File: config.mk
export PLATFORM = sky130hd
export DESIGN_NAME = rx_bit_timer
export DESIGN_NICKNAME = d
export VERILOG_FILES = /design/src/rtl/rx_timing_pkg.sv /design/src/rtl/rx_bit_timer_tc_counter.sv /design/src/rtl/rx_bit_timer.sv
export SDC_FILE = /design/constraint.sdc
export NUM_CORES = 1
export LEC_CHECK = 0
export CORE_UTILIZATION = 60
export CTS_BUF_LIST = sky130_fd_sc_hd__clkbuf_16
export CTS_CLUSTER_SIZE = 8
export DETAILED_ROUTE_END_ITERATION = 7
export PLACE_DENSITY = 0.81
export SYNTH_ARGS = -nofsm -noshare
export SYNTH_HDL_FRONTEND = slang
export SYNTH_SLANG_ARGS = --single-unit
File: constraint.sdc
create_clock -name clk -period 4 [get_ports clk]
set_clock_uncertainty 0.2 [all_clocks]
set_input_delay 0.6 -clock clk [delete_from_list [all_inputs] [get_ports clk]]
set_output_delay 0.6 -clock clk [all_outputs]
set_load 0.005 [all_outputs]
File: src/rtl/rx_timing_pkg.sv
// Shared types and helpers for the UART receive bit-timing engine.
package rx_timing_pkg;

  localparam int CNT_W_DEF = 20;
  localparam int IDX_W_DEF = 4;

  typedef enum logic [1:0] {
    IDLE = 2'd0,
    HALF = 2'd1,
    BIT  = 2'd2
  } state_e;

  // Forces a zero divisor/bit-count up to 1 so a frame always has a
  // finite, non-degenerate length. Callers must keep their width <= 32.
  function automatic logic [31:0] clamp_min1(input logic [31:0] v);
    return (v == 32'd0) ? 32'd1 : v;
  endfunction

endpackage

File: src/rtl/rx_bit_timer_tc_counter.sv
// Bit-time up-counter: counts while enabled, returns to zero on clear or
// when it reaches the compare value. tc flags the terminal count.
module tc_counter #(
  parameter int W = 20
) (
  input  logic         clk,
  input  logic         reset,
  input  logic         clr_i,
  input  logic         en_i,
  input  logic [W-1:0] cmp_i,
  output logic         tc_o
);

  logic [W-1:0] cnt_q;

  assign tc_o = en_i && (cnt_q == cmp_i);

  // Count up; the terminal count wraps straight back to zero so the
  // counter never exceeds the compare value.
  always_ff @(posedge clk or posedge reset) begin
    if (reset)              cnt_q <= '0;
    else if (clr_i || tc_o) cnt_q <= '0;
    else if (en_i)          cnt_q <= cnt_q + 1'b1;
  end

endmodule

File: src/rtl/rx_bit_timer.sv
// UART receive bit-timing engine: half a bit to the start-bit centre,
// then whole bits, one strobe per cell plus a done pulse on the last.
module rx_bit_timer
  import rx_timing_pkg::*;
#(
  parameter int CNT_W = CNT_W_DEF,
  parameter int IDX_W = IDX_W_DEF
) (
  input  logic             clk,
  input  logic             reset,
  input  logic             start,
  input  logic             abort,
  input  logic [CNT_W-1:0] k,
  input  logic [IDX_W-1:0] nbits,
  output logic             btu,
  output logic [IDX_W-1:0] bit_idx,
  output logic             busy,
  output logic             done
);

  localparam logic [IDX_W-1:0] ONE = IDX_W'(1);

  state_e           state_q;
  logic [CNT_W-1:0] k_lat_q, kh_lat_q;
  logic [IDX_W-1:0] n_lat_q, idx_q;
  logic             btu_q, done_q, busy_q;

  logic [CNT_W-1:0] k_c, cmp;
  logic [IDX_W-1:0] n_c, idx_nx;
  logic             cnt_clr, cnt_en, tc;

  assign k_c    = CNT_W'(clamp_min1(32'(k)));
  assign n_c    = IDX_W'(clamp_min1(32'(nbits)));
  assign idx_nx = idx_q + ONE;

  // Counter is held at zero in IDLE and on abort; one compare value per
  // timing phase.
  assign cnt_clr = abort || (state_q == IDLE);
  assign cnt_en  = (state_q == HALF) || (state_q == BIT);
  assign cmp     = (state_q == HALF) ? kh_lat_q : k_lat_q;

  tc_counter #(.W(CNT_W)) u_cnt (
    .clk   (clk),
    .reset (reset),
    .clr_i (cnt_clr),
    .en_i  (cnt_en),
    .cmp_i (cmp),
    .tc_o  (tc)
  );

  // Frame FSM with registered strobes; abort outranks any terminal count.
  always_ff @(posedge clk or posedge reset) begin
    if (reset) begin
      state_q  <= IDLE;
      k_lat_q  <= '0;
      kh_lat_q <= '0;
      n_lat_q  <= '0;
      idx_q    <= '0;
      btu_q    <= 1'b0;
      done_q   <= 1'b0;
      busy_q   <= 1'b0;
    end else begin
      btu_q  <= 1'b0;
      done_q <= 1'b0;
      if (abort) begin
        state_q <= IDLE;
        busy_q  <= 1'b0;
      end else begin
        case (state_q)
          IDLE: begin
            if (start) begin
              state_q  <= HALF;
              busy_q   <= 1'b1;
              k_lat_q  <= k_c;
              kh_lat_q <= k_c >> 1;
              n_lat_q  <= n_c;
              idx_q    <= '0;
            end
          end
          HALF: begin
            if (tc) begin
              btu_q <= 1'b1;
              idx_q <= '0;
              if (n_lat_q == ONE) begin
                done_q  <= 1'b1;
                busy_q  <= 1'b0;
                state_q <= IDLE;
              end else begin
                state_q <= BIT;
              end
            end
          end
          BIT: begin
            if (tc) begin
              btu_q <= 1'b1;
              idx_q <= idx_nx;
              if (idx_nx == n_lat_q - ONE) begin
                done_q  <= 1'b1;
                busy_q  <= 1'b0;
                state_q <= IDLE;
              end
            end
          end
          default: begin
            state_q <= IDLE;
            busy_q  <= 1'b0;
          end
        endcase
      end
    end
  end

  assign btu     = btu_q;
  assign done    = done_q;
  assign busy    = busy_q;
  assign bit_idx = idx_q;

endmodule
## Yosys cells after proc, flatten, opt, wreduce, memory -nomap -nowiden

Cells that the tools add are included.

- Output and inout bits: 7
- Word-level logic and storage cells: 72
- Register bits after elaboration: 72

- Bitwise gates (word level): 1
- Equality and inequality tests: 13
- Reduce and logical (&&, ||, !) cells: 14
- Add/subtract/negate cells: 3
- Multiplexer cells: 32

Operators with widths:

| operator | number |
|---|---|
| $mux 20 | 4 |
| $add 20x1->20 const B | 1 |
| $eq 20x20->1 | 1 |
| $logic_not 20->1 | 1 |
| $mux 4 | 4 |
| $mux 1 | 14 |
| $mux 2 | 6 |
| $ne 3x2->1 const B | 4 |
| $pmux 4 s3 | 1 |
| $reduce_and 5->1 | 2 |
| $pmux 2 s3 | 1 |
| $add 4x1->4 const B | 1 |
| $eq 4x1->1 const B | 1 |
| $eq 4x4->1 | 1 |
| $logic_not 4->1 | 1 |
| $ne 2x1->1 const B | 2 |
| $reduce_and 4->1 | 1 |
| $sub 4x1->4 const B | 1 |
| $logic_or 1x1->1 | 3 |
| $ne 3x3->1 const B | 1 |
| $pmux 1 s3 | 1 |
| $reduce_and 3->1 | 1 |
| $reduce_bool 3->1 | 1 |
| $eq 2x1->1 const B | 1 |
| other kinds (8) | 8 |

## Depth between registers and ports, before layout

Gate-level depths: netlist of run 1.

- Depth in word-level cells: 7
- Depth in mapped cells: 11
- Depth with buffers taken out: 8

## By module

A second synthesis of run 1 with hierarchy kept.

- Cells, all modules: 288
- Area total of the unflattened synthesis: 3135.5 µm²

Modules (own cells, without submodules):

| module | sequential area each (µm²) | area each (µm²) | times used | cells each |
|---|---|---|---|---|
| rx_bit_timer | 825.8 | 1851.8 | 1 | 159 |
| tc_counter | 500.5 | 1283.7 | 1 | 129 |

## Least setup slack after synthesis of run 1

Ideal clock, no wire load.

- Path kind: register to register
- Start point: reg state_q[0]
- End point: reg idx_q[0], in the netlist bit_idx[0]
- Slack: 1319 ps
- Period minus slack after synthesis: 2681 ps
- Library setup time: 126 ps
- Required time: 3674 ps
- Arrival time: 2355 ps
- Stages on the path, launching flop included: 9
- Cell sequence: dfrtp_1 ha_1 buf_2 buf_6 o311a_1 nor4_1 nand4_2 o31a_1 a221o_1

- Cells in the longest elaborated chain, start to end: 6
- Elaborated cells on any way between the ends: 13

Ends and longest elaborated chain:

| element | RTL line | text |
|---|---|---|
| from (decl) | rx_bit_timer.sv:23 | `state_e state_q;` |
| from (signal assigned) | rx_bit_timer.sv:54 | `state_q <= IDLE;` |
| from (signal assigned) | rx_bit_timer.sv:66 | `state_q <= IDLE;` |
| from (signal assigned) | rx_bit_timer.sv:72 | `state_q <= HALF;` |
| $eq 2x1->1 | rx_bit_timer.sv:39, rx_bit_timer.sv:40, rx_bit_timer.sv:69 |  |
| $mux 20 | rx_bit_timer.sv:40 | `assign cmp = (state_q == HALF) ? kh_lat_q : k_lat_q;` |
| $eq 20x20->1 | rx_bit_timer_tc_counter.sv:16 | `assign tc_o = en_i && (cnt_q == cmp_i);` |
| $logic_and 1x1->1 | rx_bit_timer_tc_counter.sv:16 |  |
| $ne 2x1->1 (no line) | -- |  |
| $reduce_and 5->1 (no line) | -- |  |
| to (signal assigned) | rx_bit_timer.sv:96 | `idx_q <= idx_nx;` |
| to (decl) | rx_bit_timer.sv:25 | `logic [IDX_W-1:0] n_lat_q, idx_q;` |

Parallel ways exist; a longest one is shown, timed or not.
A chain may end at the register's enable or synchronous reset.

## Worst setup path in the final report of run 1

- Start point: reg state_q[1]
- End point: reg idx_q[0], in the netlist bit_idx[0]

The elaborated chain is that of the path after synthesis.

==> flow_summary.yaml, run 1 <==
route:
  post_drt_via_cell_ratio: 5.800
  detailroute.via_count: 2343
  remaining_drc_errors: 0
  drt_first_iter_violations: 210
  postRouteWirelength_microns: 6445
  wire_per_inst_microns: 15.95
  dr.pass1.iters: 4
  antenna_viol_nets_final: 0
setup_path:
  timing.critical_path.from: "state_q[1]"
  worstSetupEndpointType: "register"
  cp_max_fo: 22
  reg2reg_setup_slack_ns: 0.48
  cp_data_required_time_ns: 3.97
  worst_ep_arrival_time_ns: 3.49
  worstSetupStartpointType: "register"
  worstReg2RegStart: "state_q[1]"
  timing.setup.critical_path_class: "reg -> reg"
yosys:
  synthesis.yosys.warnings: 0
  postSynthRegisterBits: 53
  synth.cell_area_sq_mm: 0.003153
  yosys.area.top_type_share_pct: 42.06
  synth_sequential_area_ratio_pct: 42.06
  synth_cell_types: 46
  postSynthNetCount: 337
  synth_enable_flop_cells: 0
  yosys.area.top_type: "sky130_fd_sc_hd__dfrtp_1"
  leading_cell_types_by_count_after_synthesis: "sky130_fd_sc_hd__dfrtp_1 (53), sky130_fd_sc_hd__nor2_1 (32), sky130_fd_sc_hd__xnor2_1 (28)"
  netlist_top_cells_area: "sky130_fd_sc_hd__dfrtp_1 (42%), sky130_fd_sc_hd__mux2_2 (7.9%), sky130_fd_sc_hd__xnor2_1 (7.8%)"
  postSynth.asyncResetShare_pct: 100.0
  number_of_cells_produced_by_synthesis: 302
  yosys_most_used_dff: "sky130_fd_sc_hd__dfrtp_1"
  synth_area_per_cell_sq_um: 10.44
  yosys.cell_count.top_type: "sky130_fd_sc_hd__dfrtp_1"
die:
  floorplan.io_pins: 35
  die-area_sq_mm: 0.005549
  num_rows: 26
  initial_core_util_pct: 62.13
  chipHeight_microns: 74.49
  chipWidth_microns: 74.49
  design.core.area_sq_mm: 0.005075
grt:
  grt_pass1_vias: 2219
  maximum_number_of_pins_on_one_net_before_global_route_repair: 54
  antenna_found_initial: 0
  grt_usage_pct: 25.56
  grt_overflow_total: 0
  global_route_wire_length_before_repair_microns: 10570
power_and_ir_drop:
  power_per_cell_area_mw_per_mm2: 555.9
  cellLeakagePower_nw: 1.486
  power.ir.vdd_worst_v: 0.0002958
sta:
  hold_violations: 0
  slew_headroom_pct: 27.46
  final-setup-viol-count: 0
  rsz0062_at_grt: "no"
  max_slew.worst_pin.slew_ns: 1.087
  layout_worst_path_cycle_share_pct: 88.08
  report.final.slew_viol_count: 0
  final_critical_path_time_including_i_o_delays_and_setup_ns: 3.523
  setup-tns-final_ns: 0
  max_clock_freq_mhz: 283.8
final_layout:
  multi_input_area_sq_mm: 0.001725
  fillCellCount: 392
  synth_to_final_area_change_pct: 17.66
  finish.utilization_pct: 73.10
  post_route_cells_drive_above_1_share_pct: 11.38
  num_antenna_cells: 0
  sequential_cell_area_sq_mm: 0.001326
  layout.nets: 368
place:
  port_buffer_cells: 34
  detailed_place_hpwl_microns: 4605
  gpl.final_weighted_congestion: 0.8679
clock_network:
  cts-hold-fix-buffers: 0
  post_cts_buffers: 0
  post_cts.resized_instances: 0
  cts_tree: "done"
  cts.clk_slew.worst_paths_ns: 0.06
  ctsRootBufferMaster: "sky130_fd_sc_hd__clkbuf_16"
  clkSinkCount: 53
  deepest_clock_path_buffer_count: 2
  tritoncts.num_buffers: 5
  cts-htree-levels: 2
  insertion_delay_ns: 0.29
worst_hold_path:
  hold_path_startpoint: "k_lat_q[0]"
  hold_class: "reg -> reg"
flow_run:
  timing.max_cap.violations: 0
status:
  status: "complete, no violations"
## kinds of logic (layout without fill, tap and decap cells)
logic type / count (synthesis) / count (layout) / share of synthesized area, %
and+or+nand+nor: 101 / 101 / 17.14
DFF: 53 / 53 / 42.06
xor gates and xnor gates: 47 / 47 / 13.06
muxes: 42 / 42 / 14.21
AOI/OAI and AO/OA: 29 / 29 / 7.540
buffers and inverters: 23 / 55 / 3.214
adders and majority gates: 7 / 7 / 2.778
## area by class of cell
cell class,count,area share (%)
repair buffers,39,10.19
flip-flops and latches,53,35.75
clock buffers,5,3.373
clock inverters,3,1.012
multi-input cells,226,46.51
well taps,70,2.361
inverters,8,0.8094
## cell usage in the layout, fill, tap and decap left out, types with 10 or more instances in the layout
| master | n |
|---|---|
| sky130_fd_sc_hd__clkdlybuf4s50_1 | 34 |
| sky130_fd_sc_hd__dfrtp_1 | 53 |
| sky130_fd_sc_hd__mux2_2 | 22 |
| sky130_fd_sc_hd__mux2i_1 | 20 |
| sky130_fd_sc_hd__nand2_1 | 14 |
| sky130_fd_sc_hd__nand3_1 | 12 |
| sky130_fd_sc_hd__nor2_1 | 32 |
| sky130_fd_sc_hd__nor4_1 | 10 |
| sky130_fd_sc_hd__xnor2_1 | 28 |
| sky130_fd_sc_hd__xor2_1 | 19 |
## stage by stage
stage               instance area, sq um  power, W  hold slack, ns  cells  setup WS, ns
detailed placement                  3547  0.001591          0.3093    396        0.5113
global route                        3710  0.002196          0.3706    404        0.2779
CTS                                 3710  0.002076          0.3238    404        0.4938
global placement                    3547  0.001566          0.3063    396        0.5913
floorplan                           3153  0.001412          0.2492    302         1.319
finish                              3710  0.002062          0.3240    404        0.4766
## layer usage
layer | share of wire (%) | track usage [%] | up-vias
met2 | 46 | 39.14 | 54
met3 | 4.4 | 4.336 | 5
met5 | 0 | 0 | -
met4 | 0.81 | 6.918 | 0
li1 | - | - | 1134
met1 | 49 | 37.64 | 1150
## critical path, cell delays in order, from the launching register on
cell,delay (ns)
sky130_fd_sc_hd__dfrtp_1,0.39
sky130_fd_sc_hd__inv_1,0.09
sky130_fd_sc_hd__ha_1,0.81
sky130_fd_sc_hd__mux2i_1,0.30
sky130_fd_sc_hd__xnor2_1,0.09
sky130_fd_sc_hd__nor4_1,0.34
sky130_fd_sc_hd__nand4_2,0.38
sky130_fd_sc_hd__o31a_1,0.44
sky130_fd_sc_hd__a221o_1,0.36
## registers in the layout, summed over array words and instances (netlist names)
name,cells
done,1
btu,1
n_lat_q,4
busy,1
state_q,2
kh_lat_q,1
bit_idx,4
k_lat_q,19
u_cnt.cnt_q,20
## power by group
| group | internal (W) | total [W] | switching (W) |
|---|---|---|---|
| Clock | 0.000291 | 0.000472 | 0.000181 |
| Sequential | 0.000664 | 0.000798 | 0.000133 |
| Combinational | 0.000416 | 0.000792 | 0.000376 |
| Total | 0.00137 | 0.00206 | 0.000691 |
## path summary, 6_finish.rpt
kind,to,depth (start not counted)
setup / recovery,bit_idx[0],8
hold / removal,k_lat_q[0],2
setup reg to reg,bit_idx[0],8
hold reg to reg,k_lat_q[0],2
max in group asynchronous,u_cnt.cnt_q[17],2
min in group asynchronous,k_lat_q[5],2
No activity file was read; power rests on OpenSTA's default activity.
==> inputs of run 2 (changes only) <==
--- a/config.mk
+++ b/config.mk
@@ -5,11 +5,11 @@
 export SDC_FILE = /design/constraint.sdc
 export NUM_CORES = 1
 export LEC_CHECK = 0
-export CORE_UTILIZATION = 60
+export CORE_UTILIZATION = 50
 export CTS_BUF_LIST = sky130_fd_sc_hd__clkbuf_16
 export CTS_CLUSTER_SIZE = 8
 export DETAILED_ROUTE_END_ITERATION = 7
-export PLACE_DENSITY = 0.81
+export PLACE_DENSITY = 0.69
 export SYNTH_ARGS = -nofsm -noshare
 export SYNTH_HDL_FRONTEND = slang
 export SYNTH_SLANG_ARGS = --single-unit
==> flow_summary.yaml, run 2 (synthesis gave the netlist of run 1 again) <==
status:
  status: "complete, no violations"
final_layout:
  largest_reg_flops: 20
  register_ranked_first_by_flip_flop_count: "u_cnt.cnt_q"
  largestRegisters: "u_cnt.cnt_q: 20 flops, k_lat_q: 19 flops"
  layoutNonFillerInstCount: 410
  synth_to_final_area_change_pct: 18.10
  post_route_cells_drive_above_1_share_pct: 11.64
  num_antenna_cells: 0
  layout.nets: 369
  fillCellCount: 475
  post_route_cell_area_sq_mm: 0.003724
  layout.cells.most_common_list: "sky130_fd_sc_hd__dfrtp_1 (53), sky130_fd_sc_hd__clkdlybuf4s50_1 (34), sky130_fd_sc_hd__nor2_1 (32), sky130_fd_sc_hd__xnor2_1 (28), sky130_fd_sc_hd__mux2_2 (22)"
  mostFrequentLayoutCell: "sky130_fd_sc_hd__dfrtp_1"
route:
  post_drt_via_cell_ratio: 5.600
  detailroute.via_count: 2296
  remaining_drc_errors: 0
  postRouteWirelength_microns: 6567
  dr.pass1.iters: 4
  drt_first_iter_violations: 173
  antenna_viol_nets_final: 0
  wire_per_inst_microns: 16.02
sta:
  final_critical_path_time_including_i_o_delays_and_setup_ns: 3.585
  slew_headroom_pct: 37.58
  final-setup-viol-count: 0
  max_clock_freq_mhz: 279.0
  layout_worst_path_cycle_share_pct: 89.62
  rsz0062_at_grt: "no"
  max_slew.worst_pin.slew_ns: 0.9363
  report.final.slew_viol_count: 0
  hold_violations: 0
  setup-tns-final_ns: 0
setup_path:
  worstSetupEndpointType: "register"
  worstReg2RegStart: "state_q[1]"
  terminus_of_the_critical_flop_to_flop_path: "bit_idx[1]"
  cp_max_fo: 19
  worstSetupStartpointType: "register"
  timing.setup.critical_path_class: "reg -> reg"
  sequence_of_cells_on_the_critical_path: "inv_1 -> ha_1 -> mux2i_1 -> xnor2_1 -> nor4_2 -> nand4_2 -> o31a_1 -> a221o_1"
  worst_path_slowest_cell: "sky130_fd_sc_hd__ha_1"
  cp_data_required_time_ns: 3.97
  critPathCapture: "bit_idx[1]"
  critical_path.top_delay_family: "compound AO/OA/AOI/OAI gates"
  critical_path.max_stage_delay_ns: 0.77
  path_buf_inv: 1
  worst_ep_arrival_time_ns: 3.55
  reg2reg_setup_slack_ns: 0.42
  timing.critical_path.from: "state_q[1]"
  cp_num_cells: 8
  timing.reg2reg.worst_path_depth: 8
flow_run:
  timing.max_cap.violations: 0
die:
  chipWidth_microns: 81.41
  initial_core_util_pct: 52.63
  num_rows: 28
  die-area_sq_mm: 0.006628
  chipHeight_microns: 81.41
  design.core.area_sq_mm: 0.005991
  floorplan.io_pins: 35
grt:
  groute.layer.met3.usage_pct: 3.444
  busiest_layer: "met1"
  antenna_found_initial: 0
  grt_overflow_total: 0
  grt_usage_pct: 21.56
  grt_pass1_vias: 2205
  grt_util_met1_pct: 32.55
  grt_util_met2_pct: 31.25
  global_route_wire_length_before_repair_microns: 10790
  maximum_number_of_pins_on_one_net_before_global_route_repair: 34
clock_network:
  tritoncts.num_buffers: 5
  insertion_delay_ns: 0.29
  cts_tree: "done"
  ctsRootBufferMaster: "sky130_fd_sc_hd__clkbuf_16"
  post_cts_buffers: 0
  cts-hold-fix-buffers: 0
  post_cts.resized_instances: 0
  clkSinkCount: 53
  cts.clk_slew.worst_paths_ns: 0.07
  cts-htree-levels: 2
  deepest_clock_path_buffer_count: 2
power_and_ir_drop:
  power_per_cell_area_mw_per_mm2: 557.4
  cellLeakagePower_nw: 1.491
  power_w: 0.002075
  power.ir.vdd_worst_v: 0.0003527
place:
  placedInstanceArea_sq_mm: 0.003561
  gpl.final_weighted_congestion: 0.7904
  detailed_place_hpwl_microns: 4729
  port_buffer_cells: 34
  numPlacedInstances: 402
worst_hold_path:
  hold_class: "reg -> reg"
run 2: report_power, final:
part / internal (W) / switching, W
Sequential: 0.000664 / 0.000133
Combinational: 0.000417 / 0.000379
Clock: 0.000291 / 0.000191
Total: 0.00137 / 0.000704
run 2: routing by layer:
metal	share of wire, %	wire (microns)	up-vias
li1	-	-	1144
met1	50	3312	1086
met2	44	2860	58
met3	4.8	317	8
met4	1.2	77	0
met5	0	0	-
run 2: final cells by class:
type	count	area (sq um)	area share, %
Multi-Input combinational cell	226	1725	46.34
Sequential cell	53	1326	35.62
Timing Repair Buffer	40	385.4	10.35
Clock buffer	5	125.1	3.360
Tap cell	75	93.84	2.520
Clock inverter	3	37.54	1.008
Inverter	8	30.03	0.8065
run 2: worst reg2reg max path, stage by stage (launching register included):
cell,delay [ns]
sky130_fd_sc_hd__dfrtp_1,0.39
sky130_fd_sc_hd__inv_1,0.09
sky130_fd_sc_hd__ha_1,0.77
sky130_fd_sc_hd__mux2i_1,0.38
sky130_fd_sc_hd__xnor2_1,0.12
sky130_fd_sc_hd__nor4_2,0.31
sky130_fd_sc_hd__nand4_2,0.38
sky130_fd_sc_hd__o31a_1,0.45
sky130_fd_sc_hd__a221o_1,0.37
run 2: metrics by stage:
| stage | util, % | hold WS [ns] | setup slack [ns] |
|---|---|---|---|
| 6_report | 62.16 | 0.3351 | 0.4152 |
| 5_1_grt | 62.16 | 0.3583 | 0.2404 |
| 4_1_cts | 62.16 | 0.3307 | 0.4901 |
| 3_5_place_dp | 59.44 | 0.3154 | 0.5330 |
| 3_3_place_gp | 59.44 | 0.3127 | 0.6544 |
| 2_1_floorplan | - | 0.2492 | 1.319 |
run 2: worst min-delay path by stage:
stage | start | endpoint | slack [ns] | depth (start not counted)
2_1_floorplan | k_lat_q[0] | k_lat_q[0] | 0.25 | 2
3_3_place_gp | k_lat_q[0] | k_lat_q[0] | 0.31 | 2
3_5_place_dp | k_lat_q[0] | k_lat_q[0] | 0.32 | 2
4_1_cts | k_lat_q[0] | k_lat_q[0] | 0.33 | 2
5_1_grt | n_lat_q[1] | n_lat_q[1] | 0.36 | 1
6_report | k_lat_q[0] | k_lat_q[0] | 0.34 | 2
==> inputs of run 3 (changes only) <==
--- a/config.mk
+++ b/config.mk
@@ -5,6 +5,7 @@
 export SDC_FILE = /design/constraint.sdc
 export NUM_CORES = 1
 export LEC_CHECK = 0
+export CORE_MARGIN = 1
 export CORE_UTILIZATION = 50
 export CTS_BUF_LIST = sky130_fd_sc_hd__clkbuf_16
 export CTS_CLUSTER_SIZE = 8
==> results of run 3 <==
No change in the layout: final DEF, timing and power equal those of run 2.
